`src/rtl/go_reg_pkg.sv`:
```
// go_reg shared definitions: FSM states, register map
// and bit positions used by the command/launch block.
package go_reg_pkg;

    typedef enum logic [1:0] {
        S_IDLE,
        S_START,
        S_WAIT,
        S_REPORT
    } state_e;

    localparam logic [1:0] ADDR_CTRL    = 2'd0;
    localparam logic [1:0] ADDR_OPERAND = 2'd1;
    localparam logic [1:0] ADDR_STATUS  = 2'd2;
    localparam logic [1:0] ADDR_CYCLES  = 2'd3;

    localparam int INT_COMPLETE = 0;
    localparam int INT_ERROR    = 1;
    localparam int INT_TIMEOUT  = 2;
    localparam int INT_OVERRUN  = 3;

    localparam int CTRL_GO     = 0;
    localparam int CTRL_INT_EN = 1;

    localparam int ST_BUSY = 0;
    localparam int ST_ERR  = 1;
    localparam int ST_TMO  = 2;
    localparam int ST_OVR  = 3;

endpackage

```
`src/rtl/go_reg_timer.sv`:
```
// go_timer: saturating WAIT-cycle counter with clear,
// enable and a flag when the timeout threshold is reached.
module go_timer #(
    parameter int CNT_W   = 16,
    parameter int TIMEOUT = 1024
) (
    input  logic             clk_i,
    input  logic             rst_i,
    input  logic             clr_i,
    input  logic             en_i,
    output logic [CNT_W-1:0] cnt_o,
    output logic             hit_o
);

    localparam logic [CNT_W-1:0] HIT_VAL = CNT_W'(TIMEOUT - 1);

    logic [CNT_W-1:0] cnt_q;

    // clear wins over enable; count sticks at all-ones
    always_ff @(posedge clk_i) begin
        if (rst_i || clr_i) begin
            cnt_q <= '0;
        end else if (en_i && (cnt_q != '1)) begin
            cnt_q <= cnt_q + CNT_W'(1);
        end
    end

    assign cnt_o = cnt_q;
    assign hit_o = (cnt_q == HIT_VAL);

endmodule

```
`src/rtl/go_reg.sv`:
```
// go_reg: CPU command register and accelerator launch
// sequencer producing the done/interrupt register write.
module go_reg
    import go_reg_pkg::*;
#(
    parameter int DATA_W  = 32,
    parameter int TIMEOUT = 1024,
    parameter int CNT_W   = 16
) (
    input  logic              clk,
    input  logic              rst,
    input  logic              we,
    input  logic              re,
    input  logic [1:0]        addr,
    input  logic [DATA_W-1:0] wd,
    output logic [DATA_W-1:0] rd,
    output logic              acc_start,
    output logic [DATA_W-1:0] acc_operand,
    input  logic              acc_done,
    input  logic              acc_err,
    output logic              done_we,
    output logic              done_d,
    output logic [3:0]        done_int
);

    state_e            state_q;
    logic              int_en_q, int_en_d;
    logic              ovr_q, ovr_d;
    logic              err_q, tmo_q;
    logic [DATA_W-1:0] operand_q;
    logic [DATA_W-1:0] rd_q, rd_d;
    logic              acc_start_q;
    logic              done_we_q, done_d_q;
    logic [3:0]        done_int_q;
    logic [3:0]        flags_raw, flags_d;
    logic [CNT_W-1:0]  cnt;
    logic              hit;
    logic              busy, wr_ctrl, go;

    assign busy    = (state_q != S_IDLE);
    assign wr_ctrl = we && (addr == ADDR_CTRL);
    assign go      = wr_ctrl && wd[CTRL_GO];

    go_timer #(
        .CNT_W   (CNT_W),
        .TIMEOUT (TIMEOUT)
    ) u_timer (
        .clk_i (clk),
        .rst_i (rst),
        .clr_i (state_q == S_START),
        .en_i  (state_q == S_WAIT),
        .cnt_o (cnt),
        .hit_o (hit)
    );

    // next values of the CPU-visible control bits
    always_comb begin
        int_en_d = wr_ctrl ? wd[CTRL_INT_EN] : int_en_q;
        ovr_d    = ovr_q;
        if (we && (addr == ADDR_STATUS)) ovr_d = 1'b0;
        if (go && busy) ovr_d = 1'b1;
    end

    // result flags for the REPORT write; done beats timeout
    always_comb begin
        flags_raw = '0;
        flags_raw[INT_OVERRUN] = ovr_d;
        if (acc_done) begin
            flags_raw[INT_COMPLETE] = 1'b1;
            flags_raw[INT_ERROR]    = acc_err;
        end else begin
            flags_raw[INT_TIMEOUT]  = 1'b1;
        end
    end

    assign flags_d = flags_raw & {4{int_en_d}};

    // read mux; rd holds its value between reads
    always_comb begin
        rd_d = rd_q;
        if (re) begin
            rd_d = '0;
            case (addr)
                ADDR_CTRL:    rd_d[CTRL_INT_EN] = int_en_q;
                ADDR_OPERAND: rd_d = operand_q;
                ADDR_STATUS: begin
                    rd_d[ST_BUSY] = busy;
                    rd_d[ST_ERR]  = err_q;
                    rd_d[ST_TMO]  = tmo_q;
                    rd_d[ST_OVR]  = ovr_q;
                end
                default:      rd_d = DATA_W'(cnt);
            endcase
        end
    end

    // CPU-writable registers and read data
    always_ff @(posedge clk) begin
        if (rst) begin
            int_en_q  <= 1'b0;
            ovr_q     <= 1'b0;
            operand_q <= '0;
            rd_q      <= '0;
        end else begin
            int_en_q <= int_en_d;
            ovr_q    <= ovr_d;
            rd_q     <= rd_d;
            if (we && (addr == ADDR_OPERAND) && !busy) begin
                operand_q <= wd;
            end
        end
    end

    // launch sequencer with registered strobes
    always_ff @(posedge clk) begin
        if (rst) begin
            state_q     <= S_IDLE;
            acc_start_q <= 1'b0;
            done_we_q   <= 1'b0;
            done_d_q    <= 1'b0;
            done_int_q  <= '0;
            err_q       <= 1'b0;
            tmo_q       <= 1'b0;
        end else begin
            acc_start_q <= 1'b0;
            done_we_q   <= 1'b0;
            done_d_q    <= 1'b0;
            done_int_q  <= '0;
            case (state_q)
                S_IDLE: begin
                    if (go) begin
                        state_q     <= S_START;
                        acc_start_q <= 1'b1;
                        done_we_q   <= 1'b1;
                    end
                end
                S_START: state_q <= S_WAIT;
                S_WAIT: begin
                    if (acc_done || hit) begin
                        state_q    <= S_REPORT;
                        done_we_q  <= 1'b1;
                        done_d_q   <= 1'b1;
                        done_int_q <= flags_d;
                        err_q      <= flags_raw[INT_ERROR];
                        tmo_q      <= flags_raw[INT_TIMEOUT];
                    end
                end
                default: state_q <= S_IDLE;
            endcase
        end
    end

    assign rd          = rd_q;
    assign acc_start   = acc_start_q;
    assign acc_operand = operand_q;
    assign done_we     = done_we_q;
    assign done_d      = done_d_q;
    assign done_int    = done_int_q;

endmodule

```
`config.mk`:
```
export PLATFORM = sky130hd
export DESIGN_NAME = go_reg
export DESIGN_NICKNAME = d
export VERILOG_FILES = /design/src/rtl/go_reg_pkg.sv /design/src/rtl/go_reg_timer.sv /design/src/rtl/go_reg.sv
export SDC_FILE = /design/constraint.sdc
export NUM_CORES = 1
export LEC_CHECK = 0
export ABC_AREA = 1
export CORE_UTILIZATION = 45
export DETAILED_ROUTE_END_ITERATION = 7
export PLACE_DENSITY = 0.76
export SLEW_MARGIN = 20
export SYNTH_ARGS = -nofsm -noshare
export SYNTH_HDL_FRONTEND = slang
export SYNTH_HIERARCHICAL = 1
export SYNTH_SLANG_ARGS = --single-unit
```
`constraint.sdc`:
```
create_clock -name clk -period 2.4 [get_ports clk]
set_input_delay 0.24 -clock clk [delete_from_list [all_inputs] [get_ports clk]]
set_output_delay 0.24 -clock clk [all_outputs]
set_load 0.005 [all_outputs]
```
==> flow_metrics.py, run 1 <==
metrics = {
    "min_path": {
        "hp-start": "acc_err",
        "hp-class": "input pin to register",
    },
    "final_layout": {
        "area_delta_synth_final_pct": 33.7,
        "final_common_cell": "nor2_1",
        "drive_gt1_share_pct": 5.61,
        "antenna_cells": 0,
        "final_area_sq_um": 5380,
        "layout_common_cells": "nor2_1, clkdlybuf4s50_1, nand2_1",
        "nNetsFinal": 699,
    },
    "logic_synthesis": {
        "synthSimpleGateAreaFrac_pct": 29.2,
        "synth.net_count": 602,
        "seq_area_frac_synth_pct": 46.3,
        "synth_top_family_by_area": "simple AND/OR/NAND/NOR gates",
        "synth_ff_type": "dfxtp_1",
        "synth.avg_cell_area_sq_um": 7.22,
        "yosysWarnings": 6,
        "muxShareOfSynthArea_pct": 0,
        "synth_xor_xnor_area_share_pct": 0,
        "synth-compound-area-share_pct": 13.8,
        "synth_fa_ha_area_share_pct": 1.56,
        "synth_area_sq_um": 4020,
        "syn_inst": 557,
        "synthArstFlopShare_pct": 0,
        "synth_edf_count": 0,
        "ys_ff_latch": 93,
        "synth.distinct_cells": 31,
    },
    "cts": {
        "cts_tree": "built",
        "clock_latency_ns": 0.36,
        "ctsResizeCount": 0,
        "clk_pin_slew_ns": 0.09,
        "hold_buffers": 0,
        "clockBufferDepth": 2,
        "cts_max_level": 3,
        "clkSinkCount": 93,
        "root_buffer": "clkbuf_8",
        "numCtsBuffers": 9,
        "cts_setup_buffers": 0,
    },
    "worst_setup_path": {
        "path_delay_family": "simple AND/OR/NAND/NOR gates",
        "startpoint_type": "register",
        "path_buf_inv": 1,
        "regToRegStartpoint": "u_timer/cnt_o[0]",
        "timing.critical_path.from": "u_timer/cnt_o[0]",
        "worstPathArrival_ns": 2.17,
        "slowest_stage": "dfxtp_1",
        "path_cells": "ha_1, inv_1, nor2_2, nand3_1, nor2_1, o21ai_0, or2_2, nor3_1",
        "crit_fanout": 5,
        "setup.worst_path.class": "register to register",
        "crit_required_ns": 2.69,
        "slowest_delay_ns": 0.40,
        "crit_path_end_kind": "register",
    },
    "timing": {
        "fin_skew_ns": 0.00960,
        "tightestPinTransition_ns": 0.803,
        "fin_crit_ns": 1.88,
        "slew_violations": 0,
        "hold_viol": 0,
        "finalCritPeriodShare_pct": 78.4,
        "finalSetupViolCount": 0,
        "hold_ws_ns": 0.468,
        "max-slew-margin-rel_pct": 46.5,
        "fin_setup_tns_ns": 0,
        "fmax_ghz": 0.532,
        "rsz0062_at_grt": "no",
    },
    "global_routing": {
        "grt_overflow": 0,
        "grt.total_usage_pct": 21.8,
        "grt_antenna_before_repair": 0,
        "grt_max_degree": 67,
        "grt_pass1_wl_microns": 15700,
        "grt_pass1_vias": 3390,
    },
    "drt": {
        "viasPerCell": 5.07,
        "drt-wirelength-per-cell_microns": 13.0,
        "vias": 3888,
        "drtIter0Drc": 189,
        "wirelength_microns": 10000,
        "drc": 0,
        "first_pass_iters": 4,
        "antenna_left": 0,
    },
    "status": {
        "outcome": "finished clean",
    },
    "die": {
        "ios": 111,
        "coreArea_sq_um": 8680,
        "start_util_pct": 46.3,
        "die_area_sq_um": 9310,
        "die_y_microns": 96.5,
        "rows": 34,
        "fp.dieW_microns": 96.5,
    },
    "placed_design": {
        "place.detailed.hpwl_microns": 6940,
        "port-buffer-count": 110,
        "dpl_cell_area_sq_um": 5130,
        "gp_congestion": 0.859,
    },
    "power_and_ir_drop": {
        "powerDensity_nw_per_um2": 713,
        "irDropWorstVdd_mv": 0.343,
        "p_leak_nw": 2.15,
    },
    "job": {
        "drv_cap": 0,
    },
}
==> final timing paths <==
kind,end,slack (ns),depth (start not counted)
worst max register to register,done_int[2],0.52,8
worst max-delay path,done_int[2],0.52,8
worst min register to register,rd[28],0.48,2
worst min-delay path,done_int[1],0.47,3
==> worst min-delay path, cell delays in order <==
cell,delay (ns)
clkdlybuf4s50_1,0.42
nand2_1,0.09
nor2_1,0.05
==> per-layer routing <==
metal	vias up	track usage (%)	wire, microns	part of all wire (%)
li1	1983	-	-	-
met1	1753	27.9	4600	46
met2	135	35.3	4520	45
met3	17	4.93	674	6.7
met4	0	9.31	211	2.1
met5	-	0	0	0
==> flip-flops by register name (all words and copies together) (netlist names) <==
name and cells:
state_q 2, u_timer/cnt_o 16, ovr_q 1, done_d 1, done_int 4, tmo_q 1, acc_operand 32, done_we 1
rd 32, int_en_q 1, err_q 1, acc_start 1
==> logic make-up (layout without fill, tap and decap cells) <==
kind of cell	count (synthesis)	in the layout
simple gates	278	278
compound gates	103	103
flops	93	93
buf+inv	78	180
fa+ha+maj	5	5
==> Yosys cell counts, types with 2 or more instances <==
| library cell | number | area share, % |
|---|---|---|
| clkbuf_2 | 2 | 0.25 |
| o21ai_0 | 46 | 5.7 |
| inv_2 | 4 | 0.37 |
| clkbuf_1 | 9 | 0.84 |
| nand3_1 | 46 | 5.7 |
| nor2_1 | 119 | 11 |
| o211ai_1 | 12 | 2.2 |
| buf_4 | 3 | 0.56 |
| nand4_1 | 4 | 0.62 |
| inv_1 | 43 | 4.0 |
| dfxtp_1 | 93 | 46 |
| a31oi_1 | 3 | 0.47 |
| o21ai_1 | 12 | 1.5 |
| nor2_2 | 3 | 0.47 |
| ha_1 | 5 | 1.6 |
| a21oi_1 | 28 | 3.5 |
| nand2_1 | 98 | 9.2 |
| buf_2 | 9 | 1.1 |
| buf_6 | 5 | 1.4 |
| buf_1 | 2 | 0.19 |
==> where the power goes <==
| part | switching (mW) | internal (mW) | total [mW] |
|---|---|---|---|
| combinational | 0.386 | 0.389 | 0.775 |
| sequential | 0.105 | 1.68 | 1.78 |
| clock | 0.549 | 0.725 | 1.27 |
| total | 1.04 | 2.79 | 3.83 |
==> stage by stage <==
step,power [mW],cells,setup WS (ns),util (%)
after floorplan,2.23,557,0.743,-
after global placement,2.58,751,0.646,59.1
after detailed placement,2.59,751,0.546,59.1
after CTS,3.85,767,0.525,61.9
after global routing,4.04,767,0.307,61.9
final,3.83,767,0.519,61.9
==> layout make-up <==
| class | count | area, sq um |
|---|---|---|
| flip-flops and latches | 93 | 1860 |
| clock inverters | 5 | 108 |
| inverters | 47 | 176 |
| repair buffers | 117 | 1160 |
| clock buffers | 11 | 141 |
| well taps | 108 | 135 |
| multi-input cells | 386 | 1790 |
| fillers | 791 | 3300 |
Power figures use the tool's default switching activity.
==> run 2, diff against run 1 <==
--- a/config.mk
+++ b/config.mk
@@ -6,7 +6,7 @@
 export NUM_CORES = 1
 export LEC_CHECK = 0
 export ABC_AREA = 1
-export CORE_UTILIZATION = 45
+export CORE_UTILIZATION = 43
 export DETAILED_ROUTE_END_ITERATION = 7
 export PLACE_DENSITY = 0.76
 export SLEW_MARGIN = 20
==> constraint.sdc (replaced) <==
create_clock -name clk -period 1.6 [get_ports clk]
set_input_delay 0.16 -clock clk [delete_from_list [all_inputs] [get_ports clk]]
set_output_delay 0.16 -clock clk [all_outputs]
set_load 0.005 [all_outputs]
==> run 2 against run 1 <==
  * Sequential share of layout area fell by 1.4 points
  * Setup slack got worse by 0.44 ns
  * Critical path depth rose by 1
  * Register-to-register slack got worse by 0.44 ns
  * Non-clock buffer count rose by 25
  * Maximum frequency rose by 24%
  * Routed wire length rose by 1.3%
  * Critical path type unchanged
  * Total power rose by 48%
  * Combinational power rose by 70%
  * Critical endpoint is now u_timer/cnt_o[9]
  * Sequential power rose by 49%
==> flow_metrics.py, run 2 (synthesized netlist as in run 1, its figures left out) <==
metrics = {
    "final_layout": {
        "fill_cells": 799,
        "nNetsFinal": 724,
        "multi_input_area_sq_um": 1830,
        "final_area_sq_um": 5620,
        "final_common_cell": "nor2_1",
        "layout_common_cells": "nor2_1, clkdlybuf4s50_1, nand2_1",
        "area_delta_synth_final_pct": 39.8,
        "antenna_cells": 0,
        "drive_gt1_share_pct": 10.5,
        "seqCellArea_sq_um": 1870,
        "fin_cells": 792,
    },
    "cts": {
        "root_buffer": "clkbuf_8",
        "cts_max_level": 3,
        "clockBufferDepth": 2,
        "clkSinkCount": 93,
        "cts_tree": "built",
        "hold_buffers": 0,
        "cts_setup_buffers": 0,
        "clock_latency_ns": 0.37,
        "numCtsBuffers": 9,
        "clk_pin_slew_ns": 0.09,
    },
    "placed_design": {
        "place.detailed.hpwl_microns": 7270,
        "port-buffer-count": 110,
        "gp_congestion": 0.892,
        "placedCellCount": 776,
        "dpl_cell_area_sq_um": 5370,
    },
    "global_routing": {
        "grt_max_degree": 65,
        "grt_antenna_before_repair": 0,
        "grt.total_usage_pct": 21.5,
        "grt_pass1_vias": 3777,
        "grt_pass1_wl_microns": 16900,
        "grt_overflow": 0,
    },
    "worst_setup_path": {
        "worstPathArrival_ns": 1.77,
        "crit_required_ns": 1.85,
        "startpoint_type": "register",
        "crit_path_end_kind": "register",
        "crit_fanout": 26,
        "setup.worst_path.class": "register to register",
    },
    "power_and_ir_drop": {
        "powerDensity_nw_per_um2": 1010,
        "p_leak_nw": 2.26,
        "p_comb_share_pct": 23.3,
        "p_clk_share_pct": 29.6,
        "p_int_mw": 4.00,
        "p_seq_share_pct": 47.1,
        "swShare_pct": 29.4,
        "switchingPower_mw": 1.66,
        "irDropWorstVdd_mv": 0.469,
    },
    "die": {
        "rows": 34,
        "start_util_pct": 45.2,
        "coreArea_sq_um": 8890,
        "fp.dieW_microns": 98.7,
        "die_area_sq_um": 9740,
        "die_y_microns": 98.7,
        "ios": 111,
    },
    "drt": {
        "drtIter0Drc": 179,
        "vias": 3982,
        "antenna_left": 0,
        "drt-wirelength-per-cell_microns": 12.8,
        "first_pass_iters": 4,
        "drc": 0,
        "viasPerCell": 5.03,
        "wirelength_microns": 10100,
    },
    "timing": {
        "tightestPinTransition_ns": 0.292,
        "fmax_ghz": 0.657,
        "hold_ws_ns": 0.195,
        "rsz0062_at_grt": "yes",
        "slew_violations": 0,
        "fin_crit_ns": 1.52,
        "fin_skew_ns": 0.0146,
        "finalCritPeriodShare_pct": 95.1,
        "max-slew-margin-rel_pct": 80.5,
        "finalSetupViolCount": 0,
        "hold_viol": 0,
    },
    "job": {
        "drv_cap": 0,
    },
    "status": {
        "outcome": "finished clean",
    },
    "min_path": {
        "hp-class": "input pin to register",
    },
}
## run 2: changes by cell type in the layout (fill, tap and decap cells not counted), sizes merged
cell / change
clkinvlp: +1
buf: +25
clkinv: -2
clkbuf: -1
inv: +4
bufinv: -2
## run 2: worst max-delay path, cell delays in order, from the launching register on
cell     delay [ns]
dfxtp_2        0.34
ha_2           0.18
inv_1          0.05
nor2_2         0.13
buf_4          0.13
nand2_2        0.07
inv_2          0.12
nand2_8        0.13
a21oi_1        0.20
nor2_1         0.07
## run 2: per-stage QoR
stage	setup TNS, ns	worst slack [ns]	total power [mW]	util [%]
5_1_grt	-0.0149	-0.0123	5.97	63.2
3_5_place_dp	-0.0857	-0.0396	4.03	60.4
6_report	0	0.0787	5.66	63.2
4_1_cts	0	0.0110	5.70	62.8
3_3_place_gp	-0.0150	-0.0150	3.98	60.4
2_1_floorplan	0	0.00352	3.36	-
## run 2: layer usage
layer,share of wire (%),global-route usage (%),vias to the layer above
li1,-,-,2030
met1,45,26.0,1807
met2,48,37.2,124
met3,5.8,4.96,21
met4,1.8,7.92,0
met5,0,0,-
## run 2: area by class of cell
class,instances,share of cell area [%]
sequential,93,33.2
multi-input combinational,386,32.6
timing repair buffer,142,24.9
inverter,47,3.14
clock buffer,10,2.45
tap,108,2.40
clock inverter,6,1.34
## run 2: worst paths after layout
check / startpoint / to / slack (ns) / cells past startpoint
max: u_timer/cnt_o[0] / u_timer/cnt_o[9] / 0.08 / 9
min: re / rd[28] / 0.20 / 2
max reg2reg: u_timer/cnt_o[0] / u_timer/cnt_o[9] / 0.08 / 9
min reg2reg: acc_operand[31] / rd[31] / 0.46 / 2
## run 2: power groups by stage
stage,Sequential [mW],Combinational (mW),Clock (mW)
after global placement,2.71,1.27,0
after global routing,2.69,1.47,1.82
final,2.66,1.32,1.68
after floorplan,2.71,0.642,0
after detailed placement,2.72,1.31,0
after CTS,2.66,1.32,1.71
## run 2: what timing repair did
item / CTS / global route
resized for setup: 2 / 8
endpoints found under the setup margin: 1 / 15
pin swaps: 1 / 2
